**config.mk**
```make
export PLATFORM = sky130hd
export DESIGN_NAME = inst_fetch
export DESIGN_NICKNAME = d
export VERILOG_FILES = /design/src/rtl/inst_fetch_pkg.sv /design/src/rtl/inst_fetch_icache.sv /design/src/rtl/inst_fetch.sv
export SDC_FILE = /design/constraint.sdc
export NUM_CORES = 1
export LEC_CHECK = 0
export BUFFER_PORTS_ARGS = -buffer_cell sky130_fd_sc_hd__buf_4
export CAP_MARGIN = 20
export CORE_MARGIN = 3
export CORE_UTILIZATION = 52
export DETAILED_ROUTE_END_ITERATION = 10
export GPL_TIMING_DRIVEN = 0
export PLACE_DENSITY = 0.95
export SYNTH_ARGS = -nofsm -noshare
export SYNTH_HDL_FRONTEND = slang
export SYNTH_HIERARCHICAL = 1
export SYNTH_SLANG_ARGS = --single-unit
```
**constraint.sdc**
```tcl
create_clock -name clk_i -period 5 [get_ports clk_i]
set_input_delay 0.25 -clock clk_i [delete_from_list [all_inputs] [get_ports clk_i]]
set_output_delay 0.25 -clock clk_i [all_outputs]
set_load 0.01 [all_outputs]
```
**src/rtl/inst_fetch_pkg.sv**
```systemverilog
// Shared types and constants for the instruction-fetch stage.
// The optional icache is enabled by defining ICACHE_EN.
package inst_fetch_pkg;

  localparam int unsigned STALL_W = 6;

  typedef logic [31:0]        inst_addr_t;
  typedef logic [31:0]        inst_t;
  typedef logic [STALL_W-1:0] stall_t;

  localparam inst_t ZERO_WORD = 32'h0000_0000;

  typedef enum logic [1:0] {
    IF_IDLE = 2'b00,
    IF_BUSY = 2'b01,
    IF_DROP = 2'b10
  } if_state_e;

  function automatic inst_addr_t next_pc(input inst_addr_t pc);
    return pc + 32'd4;
  endfunction

endpackage

```
**src/rtl/inst_fetch_icache.sv**
```systemverilog
// Direct-mapped, one-word-per-line instruction cache used by inst_fetch
// when ICACHE_EN is defined. Lines are invalidated only by reset.
module inst_fetch_icache
  import inst_fetch_pkg::*;
#(
  parameter int unsigned LINES = 64
) (
  input  logic       clk_i,
  input  logic       rst_i,
  input  inst_addr_t lookup_addr_i,
  output logic       hit_o,
  output inst_t      data_o,
  input  logic       fill_we_i,
  input  inst_addr_t fill_addr_i,
  input  inst_t      fill_data_i
);

  localparam int unsigned IDX_W = $clog2(LINES);
  localparam int unsigned TAG_W = 32 - IDX_W - 2;

  logic [LINES-1:0] valid_q;
  logic [TAG_W-1:0] tag_q  [LINES];
  inst_t            data_q [LINES];

  logic [IDX_W-1:0] lookup_idx, fill_idx;
  logic [TAG_W-1:0] lookup_tag, fill_tag;
  logic             addr_unused;

  assign lookup_idx  = lookup_addr_i[IDX_W+1:2];
  assign lookup_tag  = lookup_addr_i[31:IDX_W+2];
  assign fill_idx    = fill_addr_i[IDX_W+1:2];
  assign fill_tag    = fill_addr_i[31:IDX_W+2];
  assign addr_unused = ^{lookup_addr_i[1:0], fill_addr_i[1:0]};

  always_ff @(posedge clk_i) begin
    if (rst_i) begin
      valid_q <= '0;
    end else if (fill_we_i) begin
      valid_q[fill_idx] <= 1'b1;
    end
  end

  // Tag/data storage needs no reset: a line is only read once its valid bit is set.
  always_ff @(posedge clk_i) begin
    if (fill_we_i) begin
      tag_q[fill_idx]  <= fill_tag;
      data_q[fill_idx] <= fill_data_i;
    end
  end

  assign hit_o  = valid_q[lookup_idx] && (tag_q[lookup_idx] == lookup_tag);
  assign data_o = data_q[lookup_idx];

endmodule

```
**src/rtl/inst_fetch.sv**
```systemverilog
// IF stage: owns the PC, fetches through the memory-controller port and holds one
// instruction for if_id. Define ICACHE_EN to add the direct-mapped icache.
module inst_fetch
  import inst_fetch_pkg::*;
#(
  parameter int unsigned ICACHE_LINES = 64
) (
  input  logic       clk_i,
  input  logic       rst_i,
  input  logic       rdy_i,
  input  stall_t     stall_stat_i,
  input  logic       ex_is_branch_i,
  input  inst_addr_t ex_branch_pc_i,
  input  inst_addr_t id_pc_i,
  input  logic       mem_done_i,
  input  inst_t      mem_inst_i,
  output logic       if_mem_req_o,
  output inst_addr_t if_mem_addr_o,
  output inst_addr_t if_pc_o,
  output inst_t      if_inst_o,
  output logic       if_stall_req_o
);

  if ((ICACHE_LINES < 2) || ((ICACHE_LINES & (ICACHE_LINES - 1)) != 0)) begin : g_lines_check
    $error("ICACHE_LINES must be a power of 2");
  end

  if_state_e  state_q, state_d;
  inst_addr_t pc_q, pc_d;
  inst_addr_t mem_addr_q, mem_addr_d;
  inst_t      inst_buf_q, inst_buf_d;
  logic       inst_valid_q, inst_valid_d;
  logic       mem_req_q, mem_req_d;

  logic  redirect, consume, fill_we, cache_hit, stall_unused;
  inst_t cache_data;

  // Must match the if_id flush condition exactly, or IF and ID disagree on the stream.
  assign redirect     = ex_is_branch_i && (ex_branch_pc_i != id_pc_i);
  assign consume      = inst_valid_q && !stall_stat_i[0];
  assign stall_unused = ^stall_stat_i[STALL_W-1:1];

`ifdef ICACHE_EN
  inst_addr_t lookup_addr;

  assign lookup_addr = inst_valid_q ? next_pc(pc_q) : pc_q;

  inst_fetch_icache #(
    .LINES(ICACHE_LINES)
  ) u_icache (
    .clk_i        (clk_i),
    .rst_i        (rst_i),
    .lookup_addr_i(lookup_addr),
    .hit_o        (cache_hit),
    .data_o       (cache_data),
    .fill_we_i    (fill_we),
    .fill_addr_i  (mem_addr_q),
    .fill_data_i  (mem_inst_i)
  );
`else
  assign cache_hit  = 1'b0;
  assign cache_data = ZERO_WORD;
`endif

  always_comb begin
    state_d      = state_q;
    pc_d         = pc_q;
    mem_addr_d   = mem_addr_q;
    inst_buf_d   = inst_buf_q;
    inst_valid_d = inst_valid_q;
    mem_req_d    = mem_req_q;
    fill_we      = 1'b0;
    if (rdy_i) begin
      unique case (state_q)
        IF_IDLE: begin
          if (redirect) begin
            pc_d         = ex_branch_pc_i;
            inst_valid_d = 1'b0;
          end else if (consume) begin
            pc_d         = next_pc(pc_q);
            inst_valid_d = cache_hit;
            if (cache_hit) inst_buf_d = cache_data;
          end else if (!inst_valid_q) begin
            if (cache_hit) begin
              inst_valid_d = 1'b1;
              inst_buf_d   = cache_data;
            end else begin
              state_d    = IF_BUSY;
              mem_req_d  = 1'b1;
              mem_addr_d = pc_q;
            end
          end
        end
        IF_BUSY: begin
          fill_we = mem_done_i;
          if (redirect) begin
            pc_d         = ex_branch_pc_i;
            inst_valid_d = 1'b0;
            // The outstanding request cannot be withdrawn, so wait it out in DROP.
            if (mem_done_i) begin
              state_d   = IF_IDLE;
              mem_req_d = 1'b0;
            end else begin
              state_d = IF_DROP;
            end
          end else if (mem_done_i) begin
            state_d      = IF_IDLE;
            inst_buf_d   = mem_inst_i;
            inst_valid_d = 1'b1;
            mem_req_d    = 1'b0;
          end
        end
        IF_DROP: begin
          fill_we = mem_done_i;
          if (redirect) pc_d = ex_branch_pc_i;
          if (mem_done_i) begin
            state_d   = IF_IDLE;
            mem_req_d = 1'b0;
          end
        end
        default: state_d = IF_IDLE;
      endcase
    end
  end

  always_ff @(posedge clk_i) begin
    if (rst_i) begin
      state_q      <= IF_IDLE;
      pc_q         <= '0;
      mem_addr_q   <= '0;
      inst_buf_q   <= ZERO_WORD;
      inst_valid_q <= 1'b0;
      mem_req_q    <= 1'b0;
    end else begin
      state_q      <= state_d;
      pc_q         <= pc_d;
      mem_addr_q   <= mem_addr_d;
      inst_buf_q   <= inst_buf_d;
      inst_valid_q <= inst_valid_d;
      mem_req_q    <= mem_req_d;
    end
  end

  assign if_mem_req_o   = mem_req_q;
  assign if_mem_addr_o  = mem_addr_q;
  assign if_pc_o        = pc_q;
  assign if_inst_o      = inst_buf_q;
  assign if_stall_req_o = !inst_valid_q;

endmodule

```
==> results of run 1 <==
-- routing by layer --
| metal | vias to the layer above | track usage | part of all wire |
|---|---|---|---|
| li1 | 2534 | - | - |
| met1 | 2499 | 0.349 | 0.38 |
| met2 | 316 | 0.539 | 0.49 |
| met3 | 30 | 0.0677 | 0.11 |
| met4 | 0 | 0.106 | 0.020 |
| met5 | - | 0 | 0 |
-- layout make-up --
class,instances,share of cell area
clock buffer,9,0.0185
inverter,25,0.0140
timing repair buffer,197,0.221
sequential,100,0.299
clock inverter,7,0.0137
multi-input combinational,448,0.387
buffer,39,0.0256
tap,108,0.0202
-- where the power goes --
part / switching, W / total, W / internal [W]
Sequential: 0.0000386 / 0.000864 / 0.000826
Combinational: 0.000174 / 0.000334 / 0.000160
Clock: 0.000318 / 0.000562 / 0.000245
-- logic make-up after synthesis --
group / Yosys count
adder cells (fa/ha/maj): 5
XOR/XNOR: 32
buffers and inverters: 64
flip-flops: 100
AND/OR/NAND/NOR: 243
multiplexers: 28
AO/OA/AOI/OAI: 140
-- flip-flops by register name, indices dropped and copies added (netlist names) --
register,cells
if_mem_req_o,1
if_mem_addr_o,32
state_q,2
if_inst_o,32
inst_valid_q,1
if_pc_o,32
-- worst max-delay path by stage --
stage | cells past startpoint | end | start | slack (ns)
finish | 8 | if_pc_o[4] | state_q[0] | 2.38
global route | 8 | if_pc_o[4] | state_q[0] | 2.19
CTS | 8 | if_pc_o[4] | state_q[0] | 2.46
detailed placement | 9 | if_mem_addr_o[13] | ex_branch_pc_i[0] | 2.32
global placement | 9 | if_mem_addr_o[16] | ex_branch_pc_i[0] | 2.41
floorplan | 7 | if_pc_o[28] | if_pc_o[2] | 2.94
-- synthesized netlist by cell type, types with 2 or more instances --
master | n | share of area
o21ai_0 | 5 | 0.0052
inv_1 | 24 | 0.019
and2_1 | 4 | 0.0052
nor2_1 | 29 | 0.022
a221oi_1 | 3 | 0.0054
clkbuf_1 | 21 | 0.016
a21oi_1 | 92 | 0.095
nand2_1 | 150 | 0.12
a41oi_1 | 3 | 0.0054
xnor2_1 | 32 | 0.058
nand4_1 | 18 | 0.023
and4_1 | 2 | 0.0036
or3_1 | 6 | 0.0077
nand2b_1 | 2 | 0.0026
o221a_2 | 5 | 0.012
nor3_2 | 2 | 0.0041
ha_1 | 5 | 0.013
nand3_1 | 12 | 0.012
mux2i_1 | 24 | 0.049
nor2b_1 | 2 | 0.0026
mux2_2 | 4 | 0.0093
a31oi_1 | 2 | 0.0026
buf_2 | 17 | 0.018
dfxtp_1 | 100 | 0.41
nor3_1 | 4 | 0.0041
nor4_2 | 3 | 0.0077
o211ai_1 | 2 | 0.0031
or2_2 | 4 | 0.0052
o32ai_1 | 18 | 0.032
-- through the flow --
step | instances | area (um2) | power, W | util
3_5_place_dp | 917 | 6470 | 0.00121 | 0.728
6_report | 933 | 6690 | 0.00176 | 0.752
2_1_floorplan | 612 | 4860 | 0.00104 | -
3_3_place_gp | 917 | 6470 | 0.00120 | 0.728
4_1_cts | 933 | 6690 | 0.00176 | 0.752
5_1_grt | 933 | 6690 | 0.00182 | 0.752
==> flow_summary_export.csv, run 1 <==
group,metric,value,unit
status,status,"completed",
critical_path,critPathRequiredTime,5.26,ns
layout,antennaDiodeCount,0,
synthesis,synth-edff-count,0,
layout,multi_input_area,2590,um2
clock_tree,cts_setup_buffers,0,
global_route,grt_pass1_wl,24.7,mm
timing,setup_slack,2.38,ns
critical_path,end_kind,"flip-flop",
timing,post-route-period-util,0.524,
clock_tree,clkTransAtPathRegs,0.11,ns
layout,final_common_cell,"buf_4",
floorplan,fp.dieW,103,um
clock_tree,cts_buffers,9,
floorplan,io_pins,205,
synthesis,synth_adder_area_share,0.0129,
critical_path,path_max_fanout,10,
placed_design,hpwl,12.9,mm
synthesis,ys_warn_count,6,
clock_tree,cts_tree,"yes",
clock_tree,cts_sinks,100,
drt,ant_nets,0,
power,ir_drop,0.143,mV
timing,max_freq,382,MHz
timing,setup_viol,0,
clock_tree,clock_path_buffers,2,
synthesis,synth_compound_area_frac,0.179,
synthesis,synth.mux.area_fraction,0.0587,
timing,hold-worst-slack,0.104,ns
clock_tree,cts.htree.levels,3,
run,drv_cap,0,
global_route,grt_max_degree,20,
critical_path,cp-start-kind,"flip-flop",
drt,viasPerCell,5.77,
synthesis,syn-num-nets,724,
layout,fillCellCount,626,
timing,worst_slew_pin_slew,0.667,ns
critical_path,r2r_slack,2.38,ns
floorplan,rows,34,
hold_path,hold_class,"in2reg",
synthesis,yosysUniqueCellTypes,46,
hold_path,hold_start,"mem_done_i",
power,leakagePower,2.70,nW
timing,fin_tns_setup,0,ns
clock_tree,cts_root_buf,"clkbuf_8",
floorplan,die-height,103,um
global_route,grt_pass1_vias,5023,
critical_path,reg2reg_from,"state_q[0]",
synthesis,synth_xor_area_frac,0.0577,
critical_path,arrival,2.88,ns
power,power_density,263,nW/um2
global_route,grt_use_total,0.300,
global_route,antenna_found_initial,0,
layout,nets,932,
synthesis,synth_top_family_by_area,"simple AND/OR/NAND/NOR gates",
critical_path,reg2reg_depth,8,
clock_tree,cts_hold_buf,0,
hold_path,hold_depth,2,
layout,mostFrequentLayoutCells,"buf_4 (198), nand2_1 (150), dfxtp_1 (100)",
drt,routed_wl,16.4,mm
drt,remaining_drc_errors,0,
timing,final_hold_viol_count,0,
synthesis,synth-simple-area-share,0.225,
critical_path,crit_path_cell_trace,"inv_1, ha_1, clkbuf_1, a2111oi_2, a21oi_1, buf_2, a32oi_1, o21ai_0",
floorplan,start_util,0.546,
drt,wire_per_inst,17.6,um
critical_path,slowest_delay,0.64,ns
synthesis,syn_inst,612,
synthesis,synth_area_per_cell,7.93,um2
synthesis,ys_async_sr_fraction,0,
hold_path,min_to,"if_mem_req_o",
floorplan,coreArea,8890,um2
clock_tree,post_cts_resized,0,
critical_path,crit_type,"reg2reg",
critical_path,path_buf_inv,3,
global_route,grt_overflow,0,
layout,final-seq-area,2000,um2
synthesis,ys_ff_latch,100,
floorplan,dieArea,10500,um2
layout,syn2layout_area_growth,37.7,%
timing,final.min_clock_period,2.62,ns
synthesis,syn_area,4860,um2
critical_path,crit_family,"compound AO/OA/AOI/OAI gates",
timing,maxSlewHeadroom,0.555,
synthesis,ys_seq_area_frac,0.412,
timing,rsz0062_at_grt,"false",
timing,finalClockSkew,0.0143,ns
clock_tree,clk_latency,0.37,ns
synthesis,synthFlopType,"dfxtp_1",
critical_path,crit_slowest_cell,"a2111oi_2",
drt,routed-via-count,5379,
timing,slew_viol_final,0,
placed_design,portBuffers,197,
drt,drt_iter0_markers,350,
placed_design,gp_congestion,0.873,
critical_path,r2r-end,"if_pc_o[4]",
placed_design,post-place-ws,2.32,ns
layout,drive_gt1_frac,0.307,
drt,drtPass1Iterations,8,
(Power assumes the default switching activity.)
==> run 2, diff against run 1 <==
--- a/config.mk
+++ b/config.mk
@@ -5,13 +5,14 @@
 export SDC_FILE = /design/constraint.sdc
 export NUM_CORES = 1
 export LEC_CHECK = 0
+export ABC_AREA = 1
 export BUFFER_PORTS_ARGS = -buffer_cell sky130_fd_sc_hd__buf_4
 export CAP_MARGIN = 20
 export CORE_MARGIN = 3
-export CORE_UTILIZATION = 52
+export CORE_UTILIZATION = 45
 export DETAILED_ROUTE_END_ITERATION = 10
 export GPL_TIMING_DRIVEN = 0
-export PLACE_DENSITY = 0.95
+export PLACE_DENSITY = 0.89
 export SYNTH_ARGS = -nofsm -noshare
 export SYNTH_HDL_FRONTEND = slang
 export SYNTH_HIERARCHICAL = 1
==> constraint.sdc (replaced) <==
create_clock -name clk_i -period 2.15 [get_ports clk_i]
set_input_delay 0.1075 -clock clk_i [delete_from_list [all_inputs] [get_ports clk_i]]
set_output_delay 0.1075 -clock clk_i [all_outputs]
set_load 0.01 [all_outputs]
==> flow_summary_export.csv, run 2 <==
group,metric,value,unit
drt,remaining_drc_errors,0,
floorplan,io_pins,205,
timing,max_freq,483,MHz
drt,routed-via-count,6184,
critical_path,slowest_delay,0.42,ns
global_route,grt_max_degree,17,
global_route,met2_usage,0.410,
timing,fin_tns_setup,0,ns
status,status,"completed",
global_route,grt_use_met1,0.341,
critical_path,cp-start-kind,"flip-flop",
clock_tree,cts_tree,"yes",
timing,final_hold_viol_count,0,
layout,final_common_cell,"buf_4",
power,ir_drop,0.379,mV
synthesis,syn_inst,846,
synthesis,synth-edff-count,0,
clock_tree,clkTransAtPathRegs,0.07,ns
synthesis,synthFlopType,"dfxtp_1",
drt,viasPerCell,5.05,
run,drv_cap,0,
synthesis,synthTopCellsByArea,"dfxtp_1 (36%), nand2_1 (12%), inv_1 (8.7%), a21oi_1 (8.5%), o21ai_0 (6.8%)",
timing,final.min_clock_period,2.07,ns
clock_tree,clk_latency,0.34,ns
critical_path,path_buf_inv,1,
layout,antennaDiodeCount,0,
global_route,grt_pass1_vias,5702,
placed_design,gp_congestion,0.973,
critical_path,crit_type,"reg2reg",
global_route,met3_usage,0.0545,
clock_tree,cts.htree.levels,3,
critical_path,cpMostUsedCell,"nand2_1",
floorplan,rows,39,
clock_tree,clock_path_buffers,2,
synthesis,synth_top_area_frac,0.360,
layout,nets,1167,
timing,setup_viol,0,
placed_design,hpwl,14.2,mm
critical_path,crit_family,"simple AND/OR/NAND/NOR gates",
drt,routed_wl,18.5,mm
critical_path,end_kind,"flip-flop",
layout,mostFrequentLayoutCells,"buf_4 (200), nand2_1 (174), inv_1 (129)",
timing,slew_viol_final,0,
power,leakagePower,3.42,nW
power,power_density,647,nW/um2
synthesis,yosysUniqueCellTypes,34,
floorplan,fp.dieW,117,um
global_route,top_usage_layer,"met2",
critical_path,crit_slowest_cell,"dfxtp_4",
critical_path,critPathRequiredTime,2.39,ns
drt,drt_iter0_markers,652,
synthesis,ys_warn_count,6,
layout,fillCellCount,1054,
clock_tree,cts_hold_buf,0,
drt,ant_nets,0,
floorplan,coreArea,11800,um2
synthesis,ys_async_sr_fraction,0,
floorplan,die-height,117,um
global_route,grt_overflow,0,
synthesis,yosysMostFrequentCell,"nand2_1",
synthesis,yosys.area.top_type,"dfxtp_1",
clock_tree,cts_root_buf,"clkbuf_16",
layout,layout.cells.non_filler,1224,
placed_design,portBuffers,198,
synthesis,syn-num-nets,958,
global_route,grt_pass1_wl,27.8,mm
critical_path,path_max_fanout,9,
placed_design,dp_cells,1208,
layout,syn2layout_area_growth,36.9,%
synthesis,ys_top_cells_by_count,"nand2_1 (174), inv_1 (129), dfxtp_1 (100), a21oi_1 (94), nor2_1 (79)",
timing,worst_slew_pin_slew,0.595,ns
global_route,antenna_found_initial,0,
timing,finalClockSkew,0.00638,ns
floorplan,start_util,0.473,
timing,maxSlewHeadroom,0.603,
drt,wire_per_inst,15.1,um
layout,drive_gt1_frac,0.241,
drt,drtPass1Iterations,6,
global_route,grt_use_total,0.258,
critical_path,crit_path_cell_trace,"ha_4, nand2_1, inv_1, nand3_2, nor2_4, nand2_2, nor3_4, nand4_1, o21ai_0, nand2_1, nand2_1, nor2_1",
synthesis,ys_seq_area_frac,0.360,
synthesis,syn_area,5560,um2
timing,rsz0062_at_grt,"true",
synthesis,ys_ff_latch,100,
synthesis,synth_area_per_cell,6.57,um2
critical_path,arrival,2.31,ns
hold_path,hold_class,"in2reg",
floorplan,dieArea,13700,um2
clock_tree,cts_sinks,100,
clock_tree,cts_buffers,9,
timing,post-route-period-util,0.964,
## run 2: path summary, 6_finish.rpt
check | from | slack, ns | end | cells past startpoint
setup / recovery | if_pc_o[2] | 0.08 | if_pc_o[26] | 12
hold / removal | mem_inst_i[8] | 0.04 | if_inst_o[8] | 3
setup reg to reg | if_pc_o[2] | 0.08 | if_pc_o[26] | 12
hold reg to reg | if_mem_addr_o[13] | 0.44 | if_mem_addr_o[13] | 2
## run 2: cells by family (layout without fill, tap and decap cells)
kind of cell	count (synthesis)	count (layout)	synth area share
AO/OA/AOI/OAI	190	190	0.176
adder cells (fa/ha/maj)	5	5	0.0113
buffers and inverters	176	390	0.126
flip-flops	100	100	0.360
XOR/XNOR	40	40	0.0630
AND/OR/NAND/NOR	335	335	0.264
## run 2: worst reg2reg max path: cells and delay by family, from the launching register on
family	cells	cell delay (ns)
AND/OR/NAND/NOR	9	1.06
flip-flops	1	0.42
adder cells (fa/ha/maj)	1	0.20
AO/OA/AOI/OAI	1	0.18
buffers and inverters	1	0.11
## run 2: timing repair
| action | CTS | global route |
|---|---|---|
| pin swaps | 0 | 1 |
| resized for setup | 3 | 9 |
| buffers inserted | 0 | 0 |
| setup endpoints to repair | 3 | 13 |
## run 2: per-layer routing
metal  part of all wire  up-vias
met3              0.091       36
met2               0.47      285
li1                   -     3100
met1               0.42     2763
met4              0.025        0
met5                  0        -
## run 2: through the flow
step | hold WS [ns] | utilization | cell area, um2 | total power [W] | setup slack, ns
after floorplan | 0.296 | - | 5560 | 0.00266 | 0.262
after global placement | 0.385 | 0.617 | 7250 | 0.00314 | -0.0912
after detailed placement | 0.394 | 0.617 | 7250 | 0.00317 | -0.124
after CTS | 0.0365 | 0.645 | 7580 | 0.00491 | 0.0362
after global routing | 0.0414 | 0.647 | 7610 | 0.00513 | -0.0689
final | 0.0387 | 0.647 | 7610 | 0.00492 | 0.0781
## run 2: area by class of cell
cell class              count  area (um2)  area share
multi-input cells         570        2880       0.378
flip-flops and latches    100        2010       0.264
repair buffers            198        1490       0.195
inverters                 136         510      0.0671
clock buffers              11         243      0.0319
well taps                 164         205      0.0270
plain buffers              40         194      0.0255
clock inverters             5        82.6      0.0109
## run 2: power by group
group	internal [W]	total, W	switching (W)
registers	0.00197	0.00211	0.000137
clock network	0.00106	0.00177	0.000709
logic	0.000487	0.00105	0.000564
total	0.00351	0.00492	0.00141
